<file path="config.mk">
export PLATFORM = sky130hd
export DESIGN_NAME = out_reg_shift_align
export DESIGN_NICKNAME = d
export VERILOG_FILES = /design/src/rtl/out_reg_shift_align.sv
export SDC_FILE = /design/constraint.sdc
export NUM_CORES = 1
export LEC_CHECK = 0
export ABC_AREA = 1
export BUFFER_PORTS_ARGS = -buffer_cell sky130_fd_sc_hd__buf_2
export CAP_MARGIN = 15
export CORE_AREA = 2 2 228 230
export CTS_BUF_LIST = sky130_fd_sc_hd__clkbuf_4 sky130_fd_sc_hd__clkbuf_8 sky130_fd_sc_hd__clkbuf_16
export DETAILED_ROUTE_END_ITERATION = 6
export DIE_AREA = 0 0 230 232
export PLACE_DENSITY_LB_ADDON = 0.12
export SLEW_MARGIN = 20
export SYNTH_ARGS = -nofsm -noshare
export SYNTH_HDL_FRONTEND = slang
export SYNTH_SLANG_ARGS = --single-unit
</file>
<file path="constraint.sdc">
create_clock -name clk_i -period 21.5 [get_ports clk_i]
set_clock_uncertainty 0.2 [all_clocks]
set_input_delay 4.3 -clock clk_i [delete_from_list [all_inputs] [get_ports clk_i]]
set_output_delay 4.3 -clock clk_i [all_outputs]
set_load 0.01 [all_outputs]
</file>
<file path="src/rtl/out_reg_shift_align.sv">
// Output alignment stage: per-channel delay lines that equalize column fill and row skew,
// plus a valid pipeline, stall, tile counting and an idle-only configuration register.
module out_reg_shift_align_lane #(
  parameter int W    = 16,
  parameter int DMAX = 6,
  parameter int DW   = 3
) (
  input  logic          clk_i,
  input  logic          out_reg_shift_rst_i,
  input  logic          en,
  input  logic [W-1:0]  din,
  input  logic [DW-1:0] tap,
  output logic [W-1:0]  dout
);
  localparam int SD = (DMAX > 0) ? DMAX : 1;

  logic [SD-1:0][W-1:0] sr;
  logic [DMAX:0][W-1:0] taps;

  always_ff @(posedge clk_i or posedge out_reg_shift_rst_i) begin
    if (out_reg_shift_rst_i) begin
      sr <= '0;
    end else if (en) begin
      sr[0] <= din;
      for (int k = 1; k < SD; k++) sr[k] <= sr[k-1];
    end
  end

  // Tap 0 is the live input so a zero delay is a pure pass-through.
  always_comb begin
    taps[0] = din;
    for (int k = 1; k <= DMAX; k++) taps[k] = sr[k-1];
  end

  assign dout = taps[tap];
endmodule

module out_reg_shift_align #(
  parameter int I_WIDTH       = 8,
  parameter int F_WIDTH       = 8,
  parameter int N             = 4,
  parameter int CH            = 4,
  parameter int NUM_COL_WIDTH = $clog2(N+1),
  parameter int CNT_WIDTH     = 16
) (
  input  logic                      clk_i,
  input  logic                      out_reg_shift_rst_i,
  input  logic [CH*(I_WIDTH+F_WIDTH)-1:0] in_data_i,
  input  logic                      in_valid_i,
  output logic                      in_ready_o,
  input  logic                      en_i,
  input  logic [NUM_COL_WIDTH-1:0]  cfg_cols_i,
  input  logic                      cfg_skew_en_i,
  input  logic                      cfg_ld_i,
  input  logic [CNT_WIDTH-1:0]      tile_len_i,
  output logic [NUM_COL_WIDTH-1:0]  number_of_columns_o,
  output logic [CH*(I_WIDTH+F_WIDTH)-1:0] out_data_o,
  output logic                      out_valid_o,
  output logic                      out_last_o,
  output logic                      busy_o,
  output logic                      done_o
);
  localparam int W    = I_WIDTH + F_WIDTH;
  localparam int DMAX = N + CH - 2;
  localparam int DW   = (DMAX > 0) ? $clog2(DMAX+1) : 1;
  localparam int SD   = (DMAX > 0) ? DMAX : 1;
  localparam logic [NUM_COL_WIDTH-1:0] NMAX = NUM_COL_WIDTH'(N);

  typedef enum logic [1:0] {IDLE, RUN, DRAIN, DONE} state_t;

  state_t                   state_q, state_d;
  logic [NUM_COL_WIDTH-1:0] cols_q;
  logic                     skew_q;
  logic [CH-1:0][DW-1:0]    dly;
  logic                     acc, cfg_acc;
  logic [SD-1:0]            vld_sr;
  logic [DMAX:0]            vld_pipe;
  logic [CNT_WIDTH-1:0]     in_cnt_q, out_cnt_q, tile_len_q, tl_in, l_cur;

  assign in_ready_o = en_i & ~out_reg_shift_rst_i & (state_q != DRAIN) & (state_q != DONE);
  assign acc        = in_valid_i & in_ready_o;
  assign cfg_acc    = cfg_ld_i & (state_q == IDLE);
  assign number_of_columns_o = cols_q;

  always_ff @(posedge clk_i or posedge out_reg_shift_rst_i) begin
    if (out_reg_shift_rst_i) begin
      cols_q <= NMAX;
      skew_q <= 1'b0;
    end else if (cfg_acc) begin
      cols_q <= (cfg_cols_i == '0 || cfg_cols_i > NMAX) ? NMAX : cfg_cols_i;
      skew_q <= cfg_skew_en_i;
    end
  end

  // Short tiles wait (N-cols) beats; skewed row c is early by CH-1-c beats.
  always_comb begin
    for (int c = 0; c < CH; c++)
      dly[c] = DW'(N - int'(cols_q) + (skew_q ? (CH - 1 - c) : 0));
  end

  for (genvar c = 0; c < CH; c++) begin : g_lane
    out_reg_shift_align_lane #(.W(W), .DMAX(DMAX), .DW(DW)) u_lane (
      .clk_i               (clk_i),
      .out_reg_shift_rst_i (out_reg_shift_rst_i),
      .en                  (en_i),
      .din                 (in_data_i[c*W +: W]),
      .tap                 (dly[c]),
      .dout                (out_data_o[c*W +: W])
    );
  end

  // A config load flushes stale valids but keeps a beat accepted in the same cycle.
  always_ff @(posedge clk_i or posedge out_reg_shift_rst_i) begin
    if (out_reg_shift_rst_i) begin
      vld_sr <= '0;
    end else if (cfg_acc) begin
      vld_sr <= '0;
      if (en_i) vld_sr[0] <= acc;
    end else if (en_i) begin
      vld_sr[0] <= acc;
      for (int k = 1; k < SD; k++) vld_sr[k] <= vld_sr[k-1];
    end
  end

  always_comb begin
    vld_pipe[0] = acc;
    for (int k = 1; k <= DMAX; k++) vld_pipe[k] = vld_sr[k-1];
  end

  assign tl_in = (tile_len_i == '0) ? CNT_WIDTH'(1) : tile_len_i;
  assign l_cur = (state_q == IDLE) ? tl_in : tile_len_q;

  always_ff @(posedge clk_i or posedge out_reg_shift_rst_i) begin
    if (out_reg_shift_rst_i) state_q <= IDLE;
    else                     state_q <= state_d;
  end

  always_comb begin
    state_d = state_q;
    case (state_q)
      IDLE:    if (acc) state_d = (tl_in == CNT_WIDTH'(1)) ? DRAIN : RUN;
      RUN:     if (acc && (in_cnt_q + 1'b1) == tile_len_q) state_d = DRAIN;
      DONE:    if (en_i) state_d = IDLE;
      default: state_d = state_q;
    endcase
    if (out_last_o) state_d = DONE;
  end

  always_comb begin
    out_valid_o = vld_pipe[dly[0]] & en_i;
    out_last_o  = out_valid_o & (out_cnt_q == l_cur - 1'b1);
    busy_o      = (state_q != IDLE);
    done_o      = (state_q == DONE) & en_i;
  end

  always_ff @(posedge clk_i or posedge out_reg_shift_rst_i) begin
    if (out_reg_shift_rst_i) begin
      in_cnt_q   <= '0;
      out_cnt_q  <= '0;
      tile_len_q <= '0;
    end else if (en_i) begin
      if (state_q == DONE) begin
        in_cnt_q  <= '0;
        out_cnt_q <= '0;
      end else begin
        if (acc)         in_cnt_q  <= in_cnt_q + 1'b1;
        if (out_valid_o) out_cnt_q <= out_cnt_q + 1'b1;
      end
      if (state_q == IDLE && acc) tile_len_q <= tl_in;
    end
  end
endmodule

</file>
==> flow_summary.yaml <==
clocking:
  cts_tree: "done"
  cts-root-buf: "clkbuf_16"
  postCtsSetupRepairBufs: 0
  cts.clk_slew.worst_paths_ps: 60
  holdBufCountCts: 0
  clock-sinks: 444
  numCtsBuffers: 52
  cts_resized: 0
  clockBufferDepth: 3
  htreeDepth: 2
  clk_latency_ps: 610
layout:
  layout_commonest_cell: "nand2_1"
  drive_gt1_share_pct: 10.8
  syn_to_final_growth_pct: 13.5
  n_antenna_cell: 0
  multi_input_area_um2: 9510
  layout_common_cells: "nand2_1 (984), o21ai_0 (479), dfrtp_1 (442)"
  regArea_um2: 11100
  stdcell_count: 3722
  nNetsFinal: 3103
  fillers: 5017
synthesis:
  yosysWarnings: 0
  synthCells: 2935
  async_flop_share_pct: 100
  synth-edff-count: 0
  netlist-cell-type-count: 45
  synth_seq_cells: 444
  netlist_area_um2: 22300
  synth_nets: 3037
  synth-main-ff-cell: "dfrtp_1"
  ys_seq_area_share_pct: 49.9
  syn_area_per_cell_um2: 7.58
power:
  pwr_density_cell_nw_per_um2: 173
  totalPowerFinal_mw: 4.36
  switchingPower_mw: 2.09
  p_comb_share_pct: 54.4
  intPower_mw: 2.27
  pwr-share-clk_pct: 20.6
  pwr-share-seq_pct: 25.0
  p_leak_nw: 12.2
  peakVddDrop_mv: 0.120
  p_sw_share_pct: 48.0
global_route:
  grt_first_pass_wirelength_mm: 96.7
  grt_max_degree: 166
  antenna_found_initial: 2
  overflow: 0
  track_usage_pct: 22.2
  grt_pass1_vias: 18500
setup_path:
  cp-start-kind: "primary input"
  rr_endpoint: "out_cnt_q[14]$_DFFE_PP0P_"
  endpoint: "out_last_o"
  r2r_slack_ps: 16660
  arrival_ps: 6780
  path_max_fanout: 13
  r2r_cells: 19
  cp-startpoint: "tile_len_i[9]"
  critPathKind: "primary input to primary output"
  cp_data_required_time_ps: 17000
  endpoint_kind: "primary output"
  reg2reg_from: "number_of_columns_o[0]$_DFFE_PP0P_"
outcome:
  status: "finished, final reports clean"
timing:
  fmax_mhz: 88.7
  fin_crit_ps: 11280
  rsz0062_at_grt: "false"
  final.period_utilization_pct: 52.5
  setup_viol_count_final: 0
  setup_tns_ps: 0
  drv_slew: 0
  tightest_slew_ps: 1010
  hold_viol: 0
  slew_headroom_pct: 32.4
floorplan:
  die_w_um: 230
  fp.coreArea_um2: 50900
  dieHeight_um: 232
  top_level_ports: 161
  rows: 83
  start_util_pct: 43.7
  die-area_um2: 53400
routing:
  drtAntennaViolNets: 0
  detail_route.first_pass.iterations: 5
  wirelength_mm: 59.1
  drc_errors: 0
  route.vias.total: 19300
  drt-initial-drc-count: 1421
  vias_per_cell: 5.18
  wl_per_cell_um: 15.9
hold_path:
  worstHoldPathType: "flip-flop to flip-flop"
placed_design:
  place_hpwl_mm: 36.2
  portBuffers: 160
  place_congestion: 0.873
  dp_cells: 3627
run:
  maxCapViolations: 0
Yosys cell counts, drive strengths merged, types with 2 or more instances:
| cell type | n | area [um^2] |
|---|---|---|
| clkinv | 2 | 7.51 |
| and2 | 2 | 12.5 |
| a31oi | 18 | 113 |
| dfrtp | 443 | 11100 |
| clkbuf | 152 | 571 |
| nand3 | 70 | 355 |
| nand3b | 2 | 15.0 |
| xnor2 | 4 | 53.8 |
| a21oi | 91 | 455 |
| buf | 22 | 118 |
| nand4 | 14 | 87.6 |
| o22ai | 56 | 350 |
| xor2 | 22 | 208 |
| o211ai | 17 | 128 |
| inv | 261 | 980 |
| o21ai | 494 | 2500 |
| a211oi | 2 | 15.0 |
| nor2 | 190 | 761 |
| ha | 12 | 150 |
| a22oi | 50 | 375 |
| nand2 | 992 | 3740 |
| nor3 | 7 | 35.0 |
| nor4 | 2 | 18.8 |
cell type report:
cell class,instances,share of cell area [%]
inverters,263,3.97
flip-flops and latches,444,44.0
multi-input cells,2054,37.6
repair buffers,186,4.03
clock buffers,75,6.13
clock inverters,20,0.877
well taps,680,3.37
worst max-delay path, cell delays in order:
cell	delay, ps
buf_2	110
nor2_1	150
nand2_1	90
nor2_1	90
nand2_1	70
nand3_1	100
nand2_1	320
ha_1	400
xnor2_1	170
xor2_1	160
and3_1	210
nand4_1	90
nor2_1	90
nand3_1	90
nor2_1	150
buf_2	150
worst min path at each step:
stage / start / end / slack (ps) / cells past startpoint
after global routing: g_lane[2].u_lane.sr[53]$_DFFE_PP0P_ / g_lane[2].u_lane.sr[69]$_DFFE_PP0P_ / 300 / 2
final: g_lane[0].u_lane.sr[56]$_DFFE_PP0P_ / g_lane[0].u_lane.sr[72]$_DFFE_PP0P_ / 280 / 2
after floorplan: g_lane[0].u_lane.sr[48]$_DFFE_PP0P_ / g_lane[0].u_lane.sr[64]$_DFFE_PP0P_ / 250 / 2
after detailed placement: g_lane[0].u_lane.sr[56]$_DFFE_PP0P_ / g_lane[0].u_lane.sr[72]$_DFFE_PP0P_ / 270 / 2
after global placement: g_lane[2].u_lane.sr[58]$_DFFE_PP0P_ / g_lane[2].u_lane.sr[74]$_DFFE_PP0P_ / 260 / 2
after CTS: g_lane[0].u_lane.sr[56]$_DFFE_PP0P_ / g_lane[0].u_lane.sr[72]$_DFFE_PP0P_ / 280 / 2
metrics by stage:
step / util (%) / area [um^2] / hold WS [ps] / worst slack (ps)
2_1_floorplan: - / 22300 / 253 / 4630
3_3_place_gp: 46.2 / 23500 / 259 / 10190
3_5_place_dp: 46.2 / 23500 / 271 / 10210
4_1_cts: 49.6 / 25300 / 282 / 10200
5_1_grt: 49.7 / 25300 / 300 / 9840
6_report: 49.7 / 25300 / 275 / 10220
state kept, by name, summed over array words and instances, names as in the netlist:
name,count
vld_sr,6
in_cnt_q,16
state_q,2
number_of_columns_o,3
out_cnt_q,16
tile_len_q,16
g_lane.u_lane.sr,384
skew_q,1
power by group through the flow:
stage | logic [mW] | clock network (mW) | registers (mW)
after CTS | 2.39 | 0.924 | 1.09
final | 2.37 | 0.898 | 1.09
after global placement | 2.37 | 0 | 1.10
after global routing | 2.65 | 0.957 | 1.11
after detailed placement | 2.38 | 0 | 1.10
after floorplan | 1.55 | 0 | 1.06
cells by family (layout without fill, tap and decap cells):
logic type                 Yosys count  after routing  synth area share, %
buffers and inverters              437            544                 7.53
and+or+nand+nor                   1282           1282                 22.7
AOI/OAI and AO/OA                  732            732                 17.8
DFF                                444            444                 49.9
adders and majority gates           13             13                0.764
xor gates and xnor gates            27             27                 1.28
per-layer routing:
metal	up-vias	share of wire [%]	global-route usage [%]
met2	386	45	35.6
met3	90	4.0	3.09
met5	-	0.046	0
li1	9613	-	-
met4	4	2.5	6.94
met1	9180	48	31.2
Power figures use the tool's default switching activity.
